### src/rtl/dqn_pkg.sv
// Shared DQN datapath definitions: Q8.8 format, layer sizes and saturation limits.
package dqn_pkg;

  localparam int Q_FRAC = 8;   // fractional bits of Q8.8
  localparam int N_HID  = 9;   // hidden units including bias
  localparam int N_ACT  = 5;   // actions / Q-value outputs

  typedef logic signed [15:0] q88_t;

  localparam q88_t Q88_MAX = 16'sh7FFF;
  localparam q88_t Q88_MIN = 16'sh8000;

  // Sign-extend a Q8.8 value to a 36-bit accumulator-sized word.
  function automatic logic signed [35:0] q88_sext36(input q88_t v);
    return {{20{v[15]}}, v};
  endfunction

endpackage

### src/rtl/q88_shift_sat.sv
// Rescale a wide accumulator back to Q8.8: arithmetic right shift by FRAC
// (floor, no rounding) followed by saturation to the signed 16-bit range.
module q88_shift_sat
  import dqn_pkg::*;
#(
  parameter int ACC_W = 36,
  parameter int FRAC  = 8
) (
  input  logic signed [ACC_W-1:0] i_acc,
  output q88_t                    o_q
);

  logic signed [ACC_W-1:0] w_shift;
  logic signed [ACC_W-1:0] w_max;
  logic signed [ACC_W-1:0] w_min;

  assign w_shift = i_acc >>> FRAC;
  assign w_max   = {{(ACC_W-16){Q88_MAX[15]}}, Q88_MAX};
  assign w_min   = {{(ACC_W-16){Q88_MIN[15]}}, Q88_MIN};

  // Clamp the shifted value into [Q88_MIN, Q88_MAX].
  always_comb begin
    o_q = Q88_MIN;
    if (w_shift > w_max) begin
      o_q = Q88_MAX;
    end else if (w_shift < w_min) begin
      o_q = Q88_MIN;
    end else begin
      o_q = w_shift[15:0];
    end
  end

endmodule

### src/rtl/qlayer2_fwd.sv
// Layer-2 forward pass of the DQN datapath. Walks the hidden index 0..N_HID-1,
// multiply-accumulates five Q-value sums from the weight store outputs and the
// hidden activation, then rescales/saturates them to Q8.8 in a final cycle.
// Optional: define QLAYER2_ARGMAX_EN to add the registered `action` argmax output.
module qlayer2_fwd
  import dqn_pkg::q88_t, dqn_pkg::N_ACT;
#(
  parameter int FRAC  = 8,
  parameter int N_HID = 9,
  parameter int ACC_W = 36
) (
  input  logic               clk,
  input  logic               rst,
  input  logic               start,
  input  logic signed [15:0] h_in,
  input  logic signed [15:0] w2_1,
  input  logic signed [15:0] w2_2,
  input  logic signed [15:0] w2_3,
  input  logic signed [15:0] w2_4,
  input  logic signed [15:0] w2_5,
  output logic [3:0]         idx,
  output logic               busy,
  output logic               done,
  output logic signed [15:0] q_1,
  output logic signed [15:0] q_2,
  output logic signed [15:0] q_3,
  output logic signed [15:0] q_4,
  output logic signed [15:0] q_5
`ifdef QLAYER2_ARGMAX_EN
  ,
  output logic [2:0]         action
`endif
);

  localparam logic [1:0] S_IDLE = 2'd0;
  localparam logic [1:0] S_RUN  = 2'd1;
  localparam logic [1:0] S_FIN  = 2'd2;

  localparam logic [3:0] LAST_IDX = 4'(N_HID - 1);

  logic [1:0]              r_state;
  logic [3:0]              r_idx;
  logic                    r_busy;
  logic                    r_done;
  logic signed [ACC_W-1:0] r_acc [N_ACT];
  q88_t                    r_q   [N_ACT];

  q88_t                    w_w2       [N_ACT];
  logic signed [ACC_W-1:0] w_prod_ext [N_ACT];
  q88_t                    w_sat      [N_ACT];

  assign w_w2[0] = w2_1;
  assign w_w2[1] = w2_2;
  assign w_w2[2] = w2_3;
  assign w_w2[3] = w2_4;
  assign w_w2[4] = w2_5;

  // One multiplier and one rescale/saturate unit per Q-value lane.
  for (genvar g = 0; g < N_ACT; g++) begin : g_lane
    logic signed [31:0] w_prod;
    assign w_prod        = w_w2[g] * h_in;
    assign w_prod_ext[g] = {{(ACC_W-32){w_prod[31]}}, w_prod};

    q88_shift_sat #(
      .ACC_W (ACC_W),
      .FRAC  (FRAC)
    ) u_sat (
      .i_acc (r_acc[g]),
      .o_q   (w_sat[g])
    );
  end

  // Pass sequencing: IDLE waits for start, RUN walks idx, FIN publishes results.
  always_ff @(posedge clk or posedge rst) begin
    if (rst) begin
      r_state <= S_IDLE;
      r_idx   <= 4'd0;
      r_busy  <= 1'b0;
      r_done  <= 1'b0;
    end else begin
      r_done <= 1'b0;
      case (r_state)
        S_IDLE: begin
          if (start) begin
            r_state <= S_RUN;
            r_busy  <= 1'b1;
            r_idx   <= 4'd0;
          end else begin
            r_state <= S_IDLE;
            r_busy  <= 1'b0;
            r_idx   <= 4'd0;
          end
        end
        S_RUN: begin
          if (r_idx == LAST_IDX) begin
            r_idx   <= 4'd0;
            r_state <= S_FIN;
          end else begin
            r_idx   <= r_idx + 4'd1;
          end
        end
        S_FIN: begin
          r_done  <= 1'b1;
          r_busy  <= 1'b0;
          r_state <= S_IDLE;
        end
        default: begin
          r_state <= S_IDLE;
          r_busy  <= 1'b0;
          r_idx   <= 4'd0;
        end
      endcase
    end
  end

  // Accumulators: cleared on pass start, one MAC per lane on each RUN edge.
  always_ff @(posedge clk or posedge rst) begin
    if (rst) begin
      for (int k = 0; k < N_ACT; k++) begin
        r_acc[k] <= '0;
      end
    end else begin
      case (r_state)
        S_IDLE: begin
          if (start) begin
            for (int k = 0; k < N_ACT; k++) begin
              r_acc[k] <= '0;
            end
          end
        end
        S_RUN: begin
          for (int k = 0; k < N_ACT; k++) begin
            r_acc[k] <= r_acc[k] + w_prod_ext[k];
          end
        end
        default: begin
        end
      endcase
    end
  end

  // Result registers: capture the saturated sums on the FIN edge only.
  always_ff @(posedge clk or posedge rst) begin
    if (rst) begin
      for (int k = 0; k < N_ACT; k++) begin
        r_q[k] <= '0;
      end
    end else if (r_state == S_FIN) begin
      for (int k = 0; k < N_ACT; k++) begin
        r_q[k] <= w_sat[k];
      end
    end
  end

`ifdef QLAYER2_ARGMAX_EN
  logic [2:0] r_action;
  q88_t       w_best_val;
  logic [2:0] w_best_idx;

  // Argmax over the saturated sums; strict compare keeps the lowest index on ties.
  always_comb begin
    w_best_val = w_sat[0];
    w_best_idx = 3'd0;
    for (int k = 1; k < N_ACT; k++) begin
      w_best_idx = (w_sat[k] > w_best_val) ? 3'(k) : w_best_idx;
      w_best_val = (w_sat[k] > w_best_val) ? w_sat[k] : w_best_val;
    end
  end

  // Action register: updated together with the Q-values.
  always_ff @(posedge clk or posedge rst) begin
    if (rst) begin
      r_action <= 3'd0;
    end else if (r_state == S_FIN) begin
      r_action <= w_best_idx;
    end
  end

  assign action = r_action;
`endif

  assign idx  = r_idx;
  assign busy = r_busy;
  assign done = r_done;
  assign q_1  = r_q[0];
  assign q_2  = r_q[1];
  assign q_3  = r_q[2];
  assign q_4  = r_q[3];
  assign q_5  = r_q[4];

endmodule
### config.mk
export PLATFORM = sky130hd
export DESIGN_NAME = qlayer2_fwd
export DESIGN_NICKNAME = d
export VERILOG_FILES = /design/src/rtl/dqn_pkg.sv /design/src/rtl/q88_shift_sat.sv /design/src/rtl/qlayer2_fwd.sv
export SDC_FILE = /design/constraint.sdc
export NUM_CORES = 2
export LEC_CHECK = 0
export ABC_AREA = 1
export BUFFER_PORTS_ARGS = -buffer_cell sky130_fd_sc_hd__buf_4
export CAP_MARGIN = 25
export CORE_MARGIN = 1.5
export CORE_UTILIZATION = 50
export CTS_BUF_LIST = sky130_fd_sc_hd__clkbuf_8
export CTS_CLUSTER_SIZE = 30
export DETAILED_ROUTE_END_ITERATION = 10
export GPL_ROUTABILITY_DRIVEN = 1
export MAX_ROUTING_LAYER = met4
export PLACE_DENSITY_LB_ADDON = 0.3
export SYNTH_ARGS = -nofsm -noshare
export SYNTH_HDL_FRONTEND = slang
export SYNTH_SLANG_ARGS = --single-unit
export TNS_END_PERCENT = 1
### constraint.sdc
create_clock -name clk -period 9.5 [get_ports clk]
set_input_delay 0.475 -clock clk [delete_from_list [all_inputs] [get_ports clk]]
set_output_delay 0.475 -clock clk [all_outputs]
set_load 0.02 [all_outputs]
Word level (Yosys, flattened, before mapping)
Cells that the tools add are included.
{"block": "totals", "ff_bits": 268, "input_bits": 99, "output_inout_bits": 86, "wordCells": 63}
{"block": "classes", "add_sub_neg": 6, "n_mul": 5, "order_cmp": 10, "n_eq_ne": 5, "muxes": 20, "n_reduce_logical": 3}
{"cell": "case mux 180 bit (2 select lines)", "count": 1}
{"cell": "adder 36 x 32 -> 36 bit", "count": 5}
{"cell": "two-way mux 180 bit", "count": 1}
{"cell": "multiplier 16 x 16 -> 32 bit", "count": 5}
{"cell": "two-way mux 16 bit", "count": 10}
{"cell": "greater-than comparator 28 x 16 -> 1 bit, second input constant", "count": 5}
{"cell": "< comparator 28 x 16 -> 1 bit, second input constant", "count": 5}
{"cell": "case mux 4 bit (2 select lines)", "count": 1}
{"cell": "adder 4 x 1 -> 4 bit, second input constant", "count": 1}
{"cell": "equality test 4 bit, second input constant", "count": 1}
{"cell": "two-way mux 4 bit", "count": 1}
{"cell": "inequality test 2 bit, second input constant", "count": 2}
{"cell": "case mux 2 bit (2 select lines)", "count": 1}
{"cell": "two-way mux 1 bit", "count": 3}
{"cell": "equality test 2 x 1 -> 1 bit, second input constant", "count": 1}
{"cell": "equality test 2 bit, second input constant", "count": 1}
{"cell": "zero test 2 bit", "count": 1}
{"cell": "two-way mux 2 bit", "count": 1}
{"cell": "case mux 1 bit (2 select lines)", "count": 1}
{"cell": "AND reduction 2 bit", "count": 1}
{"cell": "nonzero test 2 bit", "count": 1}

Longest topological paths before layout
{"block": "depth", "depth_word": 3, "ltp_mapped": 30, "ltp_nobuf": 28}

Cells and area by module
From an unflattened synthesis, not the netlist that was laid out.
{"block": "unflattened", "cells_unflattened": 9862, "hier_area_um2": 75030.7}
{"mod": "qlayer2_fwd", "n_inst": 1, "cells_per_inst": 9577, "area_each_um2": 73723.2}
{"mod": "q88_shift_sat", "n_inst": 5, "cells_per_inst": 57, "area_each_um2": 261.5}

Worst setup path before layout
No wires, ideal clock.
{"block": "synth_timing", "kind": "input-to-reg", "startpoint": "input h_in[1]", "endpoint": "register r_acc[71] (netlist bit)", "setup_ns": 0.117, "arrival_ns": 5.697, "t_required_ns": 9.383, "setup_slack_ns": 3.686, "stages": 22, "cell_sequence": "clkbuf_1 > clkbuf_1 > nand2_1 > fa_1 > fa_1 > fa_1 > inv_1 > fa_1 > inv_1 > fa_1 > inv_1 > fa_1 > ha_1 > nand2_1 > nor2_1 > and2_1 > and2_2 > nand2_1 > nand2_1 > nand2_1 > nand3_1 > nand2_1"}
{"block": "synth_between", "elab_chain_len": 3}
{"item": "start: declaration", "line": "qlayer2_fwd.sv:15", "rtl": "input logic signed [15:0] h_in,"}
{"item": "multiplier 16 x 16 -> 32 bit", "line": "qlayer2_fwd.sv:61", "rtl": "assign w_prod = w_w2[g] * h_in;"}
{"item": "adder 36 x 32 -> 36 bit", "line": "qlayer2_fwd.sv:133", "rtl": "r_acc[k] <= r_acc[k] + w_prod_ext[k];"}
{"item": "case mux 180 bit (2 select lines)", "line": "qlayer2_fwd.sv:123", "rtl": "case (r_state)"}
{"item": "end signal: indexed assignment", "line": "qlayer2_fwd.sv:133"}
{"item": "end: declaration", "line": "qlayer2_fwd.sv:45", "rtl": "logic signed [ACC_W-1:0] r_acc [N_ACT];"}
No other way between the ends.
A chain may end at the register's enable or synchronous reset.

Worst setup path after layout
{"block": "layout_timing", "startpoint": "input h_in[1]", "endpoint": "register r_acc[34] (netlist bit)"}
The elaborated chain is that of the path after synthesis.

==> reports/qor.txt <==
DRC Markers: 0
R2R setup slack: 4.46 ns
Total iterations of the first detailed-routing run: 6
Final worst slack: 3.26 ns
Vias in the first global route: 63200
Clock latency on the worst-skew pair: 0.80 ns
Worst Path Arrival: 6.89 ns
Die area: 0.152 mm^2
Post-synth net total: 12100
Fmax: 160 MHz
Die Ht: 389 um
Worst-path clk slew: 0.06 ns
Via count: 58700
Hold Path Class: in2reg
CTS Sinks: 268
Hpwl dp: 162 mm
CP Launch Type: input port
Initial DRC Count: 3857
Simple-gate share of the synthesized area: 19.1%
Row Count: 141
Antenna-violating nets left: 0
Mapped cell area: 0.0746 mm^2
Yosys warnings: 0
Synth unique cells: 39
Initial Util: 50.4%
Max Buffers Root-to-Sink: 3
Final nets: 12000
Routed len/inst: 16.7 um
Hold buffers post-CTS: 1
Crit-path max FO: 47
Total gr overflow: 0
Postcts setup bufs: 0
Ports: 185
Post-route minimum period: 6.24 ns
Hold Crit Depth: 3
Syn avg cell area: 7.56 um^2
Status: finished, final reports clean
Place WS: 2.49 ns
Critical Path RT: 10.15 ns
TritonCTS clock tree: yes
Area Overhead vs Synth: 5.79%
Combinational family with the most area after synthesis: adder cells
Via density per instance: 4.98
RSZ-0062 raised after global routing: no
Drt total wl: 197 mm
Fin Setup TNS: 0 ns
Share of layout cells above drive strength 1: 3.77%
H-Tree Level Count: 2
Final Max Tran Viols: 0
Number of I/O port buffers: 184
Worst Clk Skew: 0.0412 ns
# setup viols final: 0
CTS Buf Count: 59
Slew HR: 33.4%
First-pass GRT wire length: 330 mm
Reg2Reg Depth: 21
Cts repair resizes: 0
Complex-gate fraction of the synthesized area: 2.88%
Chip Width: 389 um
Adder-Cell Fraction of Synth Area: 51.1%
Final hold violation count: 0
Number of synthesized register bits: 268
Area share of xor/xnor cells in the synthesized design: 0.246%
Worst Setup Path Type: in2reg
Tot GR Track Use: 28.0%
Initial antenna violation count: 10
Final period util: 65.7%
Routability cong.: 0.967
Core ar.: 0.148 mm^2
Fillcell total: 14000
Largest net degree at the start of global routing: 130
Worst-Margin Slew: 1.00 ns
Root Buffer: clkbuf_8
Seq/Total Area, Yosys: 8.99%
Max_cap viols: 0
Multiplexer share of the synthesized area: 0%
Crit. End Element: flip-flop
Post-Syn Instances: 9867
## per-layer routing
layer,vias to the layer above,wire [um],global-route usage (%)
met3,298,12800,3.86
met4,0,5490,7.65
met5,-,0,-
li1,27500,-,-
met1,29200,84700,36.8
met2,1744,94200,45.6
## cell families after synthesis
kind of cell,after synthesis
XOR/XNOR,21
flip-flops,268
AO/OA/AOI/OAI,379
adder cells (fa/ha/maj),2107
buffers and inverters,3486
AND/OR/NAND/NOR,3606
## placed cells by master (no fill, tap or decap), types with 18 or more instances in the layout
master,count
a21oi_1,163
nor3_1,18
clkbuf_8,71
fa_1,1570
a22o_1,25
nand4_1,41
dfrtp_1,268
nand3b_1,30
ha_1,537
buf_4,220
nand3_1,242
o21ai_0,140
inv_1,3127
nand2_1,2890
nor2_1,319
## area by class of cell
cell class / count / area, um^2 / share of cell area, %
Tap cell: 1930 / 2410 / 3.06
Timing Repair Buffer: 223 / 1710 / 2.17
Antenna cell: 10 / 25.0 / 0.0317
Clock inverter: 40 / 576 / 0.729
Clock buffer: 71 / 977 / 1.24
Sequential cell: 268 / 6710 / 8.50
Multi-Input combinational cell: 6113 / 54800 / 69.4
Inverter: 3128 / 11800 / 14.9
## critical path: stages
cell	delay [ns]
buf_4	0.40
buf_4	0.64
nand2_1	0.21
fa_1	0.61
fa_1	0.90
fa_1	0.60
fa_1	0.53
inv_1	0.05
fa_1	0.48
inv_1	0.05
fa_1	0.48
inv_1	0.05
ha_1	0.37
nand2_1	0.13
inv_1	0.09
nand3_1	0.10
nor3_1	0.20
and2_1	0.16
nand2_1	0.07
nand2_1	0.08
nand2_1	0.05
nand3_1	0.06
nand2_1	0.07
## path summary, 6_finish.rpt
kind | startpoint | endpoint
max | h_in[1] | r_acc[34]
min | start | busy
max reg2reg | r_acc[15] | r_acc[34]
min reg2reg | q_2[2] | q_2[2]
max in group asynchronous | rst | r_acc[35]
min in group asynchronous | rst | q_1[13]
## stage by stage
stage	hold slack (ns)	util (%)	cells	area, um^2
6_report	0.0706	53.3	11800	78900
3_5_place_dp	0.467	52.2	11700	77300
5_1_grt	0.0664	53.3	11800	78900
2_1_floorplan	0.459	-	9867	74600
3_3_place_gp	0.465	52.2	11700	77300
4_1_cts	0.00430	53.3	11800	78900
## cells in the mapped netlist, drive strengths merged
| library cell | n | area, um^2 |
|---|---|---|
| o21ai | 145 | 726 |
| or2 | 14 | 87.6 |
| and3 | 5 | 31.3 |
| fa | 1570 | 31400 |
| a32o | 7 | 70.1 |
| nand3 | 243 | 1220 |
| nor3 | 28 | 190 |
| inv | 3128 | 11700 |
| a21oi | 166 | 865 |
| nor4 | 13 | 81.3 |
| o22ai | 14 | 87.6 |
| xnor2 | 16 | 140 |
| a31oi | 1 | 6.26 |
| a21o | 5 | 37.5 |
| clkbuf | 316 | 1190 |
| nor2 | 322 | 1220 |
| o21bai | 12 | 90.1 |
| buf | 42 | 221 |
| nand3b | 30 | 225 |
| dfrtp | 268 | 6710 |
| a22o | 25 | 219 |
| nand4 | 41 | 257 |
| xor2 | 5 | 43.8 |
| nand2 | 2893 | 10900 |
| and2 | 17 | 108 |
| o21a | 1 | 7.51 |
| o31ai | 3 | 37.5 |
| ha | 537 | 6720 |
## state kept, by name, indices dropped and copies added (netlist names)
signal and count:
q_4 16, q_1 16, r_state 2, done 1, q_2 16, idx 4, r_acc 180, q_3 16
q_5 16, busy 1
Power is left out: the tool's default activity adds up to more than one toggle a clock period on the data nets, which glitch-free logic cannot reach.
